===== src/rtl/ctrl_pkg.sv =====
// Shared constants for the control-word serializer: opcodes, word field
// positions, decode table values and FSM state type.
package ctrl_pkg;

   localparam int OPC_W = 6;
   localparam int CW_W  = 13;

   localparam logic [OPC_W-1:0] OP_RTYPE = 6'b000000;
   localparam logic [OPC_W-1:0] OP_J     = 6'b000010;
   localparam logic [OPC_W-1:0] OP_JAL   = 6'b000011;
   localparam logic [OPC_W-1:0] OP_BEQ   = 6'b000100;
   localparam logic [OPC_W-1:0] OP_BNE   = 6'b000101;
   localparam logic [OPC_W-1:0] OP_ADDI  = 6'b001000;
   localparam logic [OPC_W-1:0] OP_LW    = 6'b100011;
   localparam logic [OPC_W-1:0] OP_SW    = 6'b101011;

   // Word bit positions, LSB first.
   localparam int F_REGWRITE = 0;
   localparam int F_ALUSRC   = 1;
   localparam int F_MEMWRITE = 2;
   localparam int F_ALUOP_LO = 3;
   localparam int F_ALUOP_HI = 5;
   localparam int F_MEMTOREG = 6;
   localparam int F_MEMREAD  = 7;
   localparam int F_BNE      = 8;
   localparam int F_BRANCH   = 9;
   localparam int F_JMP      = 10;
   localparam int F_JAL      = 11;
   localparam int F_REGDST   = 12;

   localparam logic [CW_W-1:0] W_RTYPE   = 13'h1011;
   localparam logic [CW_W-1:0] W_J       = 13'h0400;
   localparam logic [CW_W-1:0] W_JAL     = 13'h0801;
   localparam logic [CW_W-1:0] W_BEQ     = 13'h0208;
   localparam logic [CW_W-1:0] W_BNE     = 13'h0108;
   localparam logic [CW_W-1:0] W_ADDI    = 13'h0003;
   localparam logic [CW_W-1:0] W_LW      = 13'h00C3;
   localparam logic [CW_W-1:0] W_SW      = 13'h0006;
   localparam logic [CW_W-1:0] W_ILLEGAL = 13'h1FFF;

   typedef enum logic [1:0] {
      ST_IDLE  = 2'd0,
      ST_SHIFT = 2'd1,
      ST_GAP   = 2'd2
   } state_e;

endpackage


===== src/rtl/ctrl_decode.sv =====
// Combinational opcode-to-control-word decode; undefined opcodes give
// all-ones plus an undef flag.
module ctrl_decode
   import ctrl_pkg::*;
(
   input  logic [OPC_W-1:0] opcode_i,
   output logic [CW_W-1:0]  word_o,
   output logic             undef_o
);

   always_comb begin
      word_o  = W_ILLEGAL;
      undef_o = 1'b0;
      case (opcode_i)
         OP_RTYPE: word_o = W_RTYPE;
         OP_J:     word_o = W_J;
         OP_JAL:   word_o = W_JAL;
         OP_BEQ:   word_o = W_BEQ;
         OP_BNE:   word_o = W_BNE;
         OP_ADDI:  word_o = W_ADDI;
         OP_LW:    word_o = W_LW;
         OP_SW:    word_o = W_SW;
         default:  undef_o = 1'b1;
      endcase
   end

endmodule


===== src/rtl/ctrl_serializer.sv =====
// Decodes an accepted opcode and shifts the control word out LSB first.
// Define CTRL_SER_PARITY_EN to append an even-parity bit to each frame.
module ctrl_serializer
   import ctrl_pkg::*;
#(
   parameter int OPCODE_W = 6,
   parameter int WORD_W   = 13,
   parameter int BIT_DIV  = 1,
   parameter int GAP_BITS = 2
) (
   input  logic                clk_16mhz,
   input  logic                rst,
   input  logic                in_valid,
   input  logic [OPCODE_W-1:0] in_opcode,
   output logic                in_ready,
   output logic                ser_data,
   output logic                ser_frame,
   output logic                busy,
   output logic [WORD_W-1:0]   word_out,
   output logic                illegal
);

`ifdef CTRL_SER_PARITY_EN
   localparam int FRAME_BITS = WORD_W + 1;
`else
   localparam int FRAME_BITS = WORD_W;
`endif
   localparam logic [15:0] PER_LAST   = 16'(BIT_DIV - 1);
   localparam logic [7:0]  FRAME_LAST = 8'(FRAME_BITS - 1);
   localparam logic [7:0]  GAP_LAST   = 8'(GAP_BITS - 1);

   state_e                  state_q, state_d;
   logic [15:0]             per_q, per_d;
   logic [7:0]              idx_q, idx_d;
   logic [FRAME_BITS-1:0]   shreg_q, shreg_d;
   logic [WORD_W-1:0]       word_q, word_d;
   logic                    ill_q, ill_d;
   logic [WORD_W-1:0]       dec_word;
   logic                    dec_undef;
   logic [FRAME_BITS-1:0]   load_val;
   logic                    xfer;

   ctrl_decode u_decode (
      .opcode_i (in_opcode),
      .word_o   (dec_word),
      .undef_o  (dec_undef)
   );

`ifdef CTRL_SER_PARITY_EN
   assign load_val = {^dec_word, dec_word};
`else
   assign load_val = dec_word;
`endif

   assign in_ready  = (state_q == ST_IDLE) && !rst;
   assign xfer      = in_valid && in_ready;
   assign ser_frame = (state_q == ST_SHIFT);
   assign ser_data  = ser_frame && shreg_q[0];
   assign busy      = (state_q != ST_IDLE);
   assign word_out  = word_q;
   assign illegal   = ill_q;

   // per counts cycles within a bit-time; idx counts frame or gap bits.
   always_comb begin
      state_d = state_q;
      per_d   = per_q;
      idx_d   = idx_q;
      shreg_d = shreg_q;
      word_d  = word_q;
      ill_d   = ill_q;
      case (state_q)
         ST_IDLE: begin
            if (xfer) begin
               shreg_d = load_val;
               word_d  = dec_word;
               ill_d   = ill_q | dec_undef;
               per_d   = '0;
               idx_d   = '0;
               state_d = ST_SHIFT;
            end
         end
         ST_SHIFT: begin
            if (per_q == PER_LAST) begin
               per_d   = '0;
               shreg_d = shreg_q >> 1;
               if (idx_q == FRAME_LAST) begin
                  idx_d   = '0;
                  state_d = (GAP_BITS > 0) ? ST_GAP : ST_IDLE;
               end else begin
                  idx_d = idx_q + 8'd1;
               end
            end else begin
               per_d = per_q + 16'd1;
            end
         end
         ST_GAP: begin
            if (per_q == PER_LAST) begin
               per_d = '0;
               if (idx_q == GAP_LAST) begin
                  idx_d   = '0;
                  state_d = ST_IDLE;
               end else begin
                  idx_d = idx_q + 8'd1;
               end
            end else begin
               per_d = per_q + 16'd1;
            end
         end
         default: state_d = ST_IDLE;
      endcase
   end

   always_ff @(posedge clk_16mhz) begin
      if (rst) begin
         state_q <= ST_IDLE;
         per_q   <= '0;
         idx_q   <= '0;
         shreg_q <= '0;
         word_q  <= '0;
         ill_q   <= 1'b0;
      end else begin
         state_q <= state_d;
         per_q   <= per_d;
         idx_q   <= idx_d;
         shreg_q <= shreg_d;
         word_q  <= word_d;
         ill_q   <= ill_d;
      end
   end

endmodule


===== config.mk =====
export PLATFORM = sky130hd
export DESIGN_NAME = ctrl_serializer
export DESIGN_NICKNAME = d
export VERILOG_FILES = /design/src/rtl/ctrl_pkg.sv /design/src/rtl/ctrl_decode.sv /design/src/rtl/ctrl_serializer.sv
export SDC_FILE = /design/constraint.sdc
export NUM_CORES = 1
export LEC_CHECK = 0
export CORE_MARGIN = 4
export CORE_UTILIZATION = 30
export CTS_CLUSTER_DIAMETER = 30
export DETAILED_ROUTE_END_ITERATION = 7
export GPL_TIMING_DRIVEN = 1
export HOLD_SLACK_MARGIN = 0.08
export SYNTH_ARGS = -nofsm -noshare
export SYNTH_HDL_FRONTEND = slang
export SYNTH_SLANG_ARGS = --single-unit

===== constraint.sdc =====
create_clock -name clk_16mhz -period 1.9 [get_ports clk_16mhz]
set_input_delay 0.38 -clock clk_16mhz [delete_from_list [all_inputs] [get_ports clk_16mhz]]
set_output_delay 0.38 -clock clk_16mhz [all_outputs]
set_load 0.01 [all_outputs]

* After elaboration in Yosys (flattened, before gate mapping)
Index checks and enable logic that the tools add are counted.
** Word-level totals
- Flip-flop bits (word level) :: 53
- Logic and storage cells :: 63
** Operators by class
- Add/sub/neg operators :: 2
- Reduce and logical (&&, ||, !) cells :: 18
- Eq/ne operators :: 16
- Bitwise logic cells :: 1
- Multiplexer cells :: 20
** Operators by type and width (number)
- 13-bit case mux with 8 select lines :: 1
- 8-bit two-way mux :: 5
- 16-bit two-way mux :: 2
- 16-bit case mux with 2 select lines :: 1
- 13-bit two-way mux :: 2
- 13-bit case mux with 2 select lines :: 1
- 8-bit case mux with 3 select lines :: 1
- 16-bit by 1-bit adder with 16-bit output (second input constant) :: 1
- 16-bit zero test :: 1
- 6-bit by 2-bit equality test with 1-bit output (second input constant) :: 2
- 6-bit by 3-bit equality test with 1-bit output (second input constant) :: 2
- 6-bit equality test (second input constant) :: 2
- 2-bit two-way mux :: 5
- 8-bit by 1-bit adder with 8-bit output (second input constant) :: 1
- 8-bit by 1-bit equality test with 1-bit output (second input constant) :: 1
- 8-bit by 4-bit equality test with 1-bit output (second input constant) :: 1
- 8-bit OR reduction :: 1
- 6-bit by 4-bit equality test with 1-bit output (second input constant) :: 1
- 6-bit zero test :: 1
- 2-bit inequality test (second input constant) :: 3
- 2-bit case mux with 3 select lines :: 1
- 2-bit nonzero test :: 3
- 5-bit AND reduction :: 1
- 2-bit by 1-bit inequality test with 1-bit output (second input constant) :: 2
- 12 further kinds :: 15

* Longest topological paths before layout
- Word-level depth :: 5
- Mapped depth :: 8

* By module
A second synthesis with hierarchy kept.
** Second synthesis, totals
- Cell total of the unflattened synthesis :: 360
- Area, all modules :: 2977.9 um2
** By module, submodules not included
- ctrl_serializer :: area an instance 2686.3 um2, times used 1, cells each 315
- ctrl_decode :: area an instance 291.5 um2, times used 1, cells each 45

* Least setup slack after synthesis
OpenSTA, ideal clock, no wires.
- Path type :: register to register
- From :: register state_q[0]
- To :: register per_q[7]
- Clock period less this slack :: 1.932 ns
- Path slack :: -0.032 ns
- Setup time :: 0.070 ns
- Data arrival time :: 1.862 ns
- Cell stages (with the launch flop) :: 8
- Cell sequence :: dfxtp_1 -> inv_1 -> ha_1 -> nand2b_1 -> a211oi_2 -> nand2_1 -> or4b_1 -> a21oi_1
** Between the ends
- Longest elaborated chain between the ends :: 5
- Elaborated cells between the ends (all ways) :: 10
- Classes of those cells :: 3 x eq/ne; 1 x mux; 6 x reduce/logical
** RTL lines
- from (decl) :: RTL line ctrl_serializer.sv:32 : state_e state_q, state_d;
- from (signal assigned) :: RTL line ctrl_serializer.sv:122 : state_q <= state_d;
- 2-bit zero test :: RTL line ctrl_serializer.sv:55, ctrl_serializer.sv:71
- 1-bit logical AND :: RTL line ctrl_serializer.sv:55 : assign in_ready = (state_q == ST_IDLE) && !rst;
- 1-bit logical AND :: RTL line ctrl_serializer.sv:56 : assign xfer = in_valid && in_ready;
- 2-bit inequality test (no line)
- 2-bit AND reduction (no line)
- to (signal assigned) :: RTL line ctrl_serializer.sv:123 : per_q <= per_d;
- to (decl) :: RTL line ctrl_serializer.sv:33 : logic [15:0] per_q, per_d;
Several ways; a longest one is shown, not always the timed one.
A chain may end at the register's enable or synchronous reset.

* Worst setup path in the final report
- From :: register per_q[0]
- To :: register idx_q[5]
** Between the ends
- Longest elaborated chain between the ends :: 3
- Elaborated cells between the ends (all ways) :: 4
- Classes of those cells :: 2 x eq/ne; 2 x reduce/logical
** RTL lines
- 16-bit zero test (*) :: RTL line ctrl_serializer.sv:83, ctrl_serializer.sv:97
- 2-bit inequality test (no line) or 2-bit by 1-bit inequality test with 1-bit output (tied branches)
- 4-bit AND reduction (no line) (*)
- to (signal assigned) :: RTL line ctrl_serializer.sv:124 : idx_q <= idx_d;
- to (decl) :: RTL line ctrl_serializer.sv:34 : logic [7:0] idx_q, idx_d;
Every way passes the cells marked *; elsewhere a longest branch is shown, timed or not.

==> flow_summary.ini <==
[outcome]
outcome = finished clean

[timing]
slew_headroom_pct = 60.5
fin_hold_ws_ns = 0.452
drv_slew = 0
fin_skew_ns = 0.00559
worst_slew_pin_slew_ns = 0.587
fmax_mhz = 534
fin_crit_sh_pct = 98.6
layout_min_cycle_time_ns = 1.87
grt_setup_unrepaired = yes
finalHoldViolations = 0
setup_viol = 0

[route]
m1WireLength_mm = 3.79
maxUsedRoutingLayer = met4
finalWirelength_mm = 7.88
avgViaCountPerCell = 5.13
wl_met2_mm = 3.77
detail_route.first_pass.iterations = 4
antenna_left = 0
num_vias = 2875
wl_met3_um = 233
routedWlPerCell_um = 14.1
route.detailed.drc = 0
drt_iter0_markers = 196

[grt]
track_usage_pct = 14.0
first_global_vias = 2766
antenna_found_initial = 0
grt_pass1_wl_mm = 13.0
grt_max_degree = 27
grt_overflow_total = 0

[setup_path]
cp_top_family = compound AO/OA/AOI/OAI gates
required_ns = 2.11
crit_path_top_delay_cell = dfxtp_2
crit_type = register to register
start_kind = register
cp_max_fo = 6
max_stage_delay_ns = 0.34
crit_arrival_ns = 2.08
path_cells = inv_2 -> ha_4 -> nor4b_4 -> nand4_4 -> a211oi_4 -> buf_6 -> o21ai_1 -> a32o_1
r2r-start = per_q[0]
crit_start = per_q[0]
cp.buffers_inverters = 2
end_kind = register

[clock_tree]
clkTransAtPathRegs_ns = 0.10
cts_hold_buf = 0
cts_tree = done
htree_num_levels = 2
cts_root_buf = clkbuf_8
clock_path_buffers = 2
cts-buffers-inserted = 5
cts_num_sinks = 51
clk_latency_ns = 0.31

[floorplan]
die-area_um2 = 11200
rows = 35
start_util_pct = 31.0
core_um2 = 9280
die_w_um = 106
die_h_um = 106
ios = 27

[placed_design]
gp_congestion = 0.843
place_hpwl_mm = 5.65
place_area_um2 = 3670
port_buffers = 26

[yosys]
synth_ff_type = dfxtp_1
postSynthCellCount = 353
synthArstFlopShare_pct = 0
ys_seq_elements = 51
yosysWarningCount = 0
yosysTopAreaCellShare_pct = 35.5
synth_cell_type_count = 59
yosys-top-cells-area = dfxtp_1, a21oi_1, nand2_1, nor2_1, ha_1
synth_edf_count = 0
synth_nets = 371
synth.cell_area_um2 = 2880
yosysSeqAreaShare_pct = 35.5
syn_area_per_cell_um2 = 8.16
synth_area_leader_cell = dfxtp_1

[final_layout]
fin_nets = 448
drive_gt1_share_pct = 26.5
mostFrequentLayoutCells = buf_4, dfxtp_1, nand2_1
diodes = 0
fill_cells = 969
final_common_cell = buf_4
design_area_um2 = 3900
areaGrowthSynthToFinish_pct = 35.4

[flow_run]
drv_cap = 0

[power_and_ir_drop]
ir_drop_mv = 0.409
power.share.combinational_pct = 45.0
p_leak_uw = 0.00152
p_clk_share_pct = 17.9
p_per_area_nw_per_um2 = 928
swShare_pct = 36.5
pwr-share-seq_pct = 37.1
internal_power_uw = 2300
p_sw_uw = 1320

[hold_path]
min_from = illegal
hold_path.class = register to register
[routing by layer]
layer	up-vias	GRT usage, %
li1	1438	-
met1	1379	18.1
met2	51	23.6
met3	7	2.31
met4	0	4.53
met5	-	0
[cell usage after synthesis (2+ instances only)]
cell	n
nand2_1	40
mux2i_1	2
nor4_1	3
inv_1	14
a211oi_2	3
buf_2	3
o21ai_0	15
ha_1	9
a2111oi_0	2
o21ai_1	6
a21oi_1	36
a32o_1	6
a31oi_1	5
xor2_1	8
xnor2_1	2
nand3_1	13
or2_2	3
dfxtp_1	51
or4b_1	2
or3_1	3
buf_1	3
buf_4	4
nor2_1	34
o211ai_1	2
a21o_1	2
nand2b_1	5
clkbuf_1	12
o221ai_1	7
nor3_1	8
and2_1	2
and3_1	5
a22o_1	2
nor3b_1	5
nor4_4	2
o31ai_1	2
nand4_1	8
a32oi_1	2
[kinds of logic (layout without fill, tap and decap cells)]
group	after synthesis	in the layout	share of synthesized area, %
multiplexers	2	2	0.695
AND/OR/NAND/NOR	144	144	27.5
AO/OA/AOI/OAI	100	101	23.7
buffers and inverters	37	114	5.74
flip-flops	51	51	35.5
adder cells (fa/ha/maj)	9	9	3.91
XOR/XNOR	10	10	3.04
[stage by stage]
step / setup TNS (ns) / cells / setup WS [ns] / util [%] / total power, uW
floorplan: 0 / 353 / 0.00303 / - / 2160
global placement: -7.81 / 549 / -0.334 / 39.5 / 2800
detailed placement: -8.22 / 549 / -0.365 / 39.5 / 2820
CTS: -0.291 / 560 / -0.0668 / 41.0 / 3550
global route: -0.906 / 560 / -0.0922 / 42.0 / 3840
finish: 0 / 560 / 0.0260 / 42.0 / 3620
[worst paths after layout]
path,slack [ns],cells past startpoint,endpoint
max reg2reg,0.03,8,idx_q[5]
min,0.45,2,illegal
min reg2reg,0.45,2,illegal
max,0.03,8,idx_q[5]
[worst reg2reg max path, delay by kind of cell (launching register included)]
kind	cells	cell delay, ns
AO/OA/AOI/OAI	3	0.62
flip-flops	1	0.34
adder cells (fa/ha/maj)	1	0.12
AND/OR/NAND/NOR	2	0.47
buffers and inverters	2	0.23
[sequential cells by signal, indices dropped and copies added (netlist names)]
signal / flops
idx_q: 8
state_q: 2
illegal: 1
shreg_q: 13
per_q: 16
word_out: 11
[power groups by stage]
| stage | combinational [uW] | clock [uW] | sequential (uW) |
|---|---|---|---|
| floorplan | 792 | 0 | 1370 |
| global placement | 1450 | 0 | 1350 |
| detailed placement | 1470 | 0 | 1350 |
| CTS | 1540 | 672 | 1340 |
| global route | 1770 | 699 | 1370 |
| finish | 1630 | 648 | 1340 |
[cell type report]
cell class / instances / area (um2) / share of cell area [%]
clock buffer: 6 / 72.6 / 1.86
clock inverter: 2 / 12.5 / 0.321
inverter: 14 / 52.6 / 1.35
multi-input combinational: 266 / 1810 / 46.4
sequential: 51 / 1020 / 26.3
tap: 129 / 161 / 4.14
timing repair buffer: 92 / 764 / 19.6
[what timing repair did]
| action | in CTS | in global routing |
|---|---|---|
| pin swaps | 9 | 12 |
| gates cloned | 1 | 0 |
| resized for setup | 16 | 25 |
| setup endpoints to repair | 26 | 29 |
| setup buffers | 2 | 1 |
Note: power is estimated with default switching activity, not from simulation.
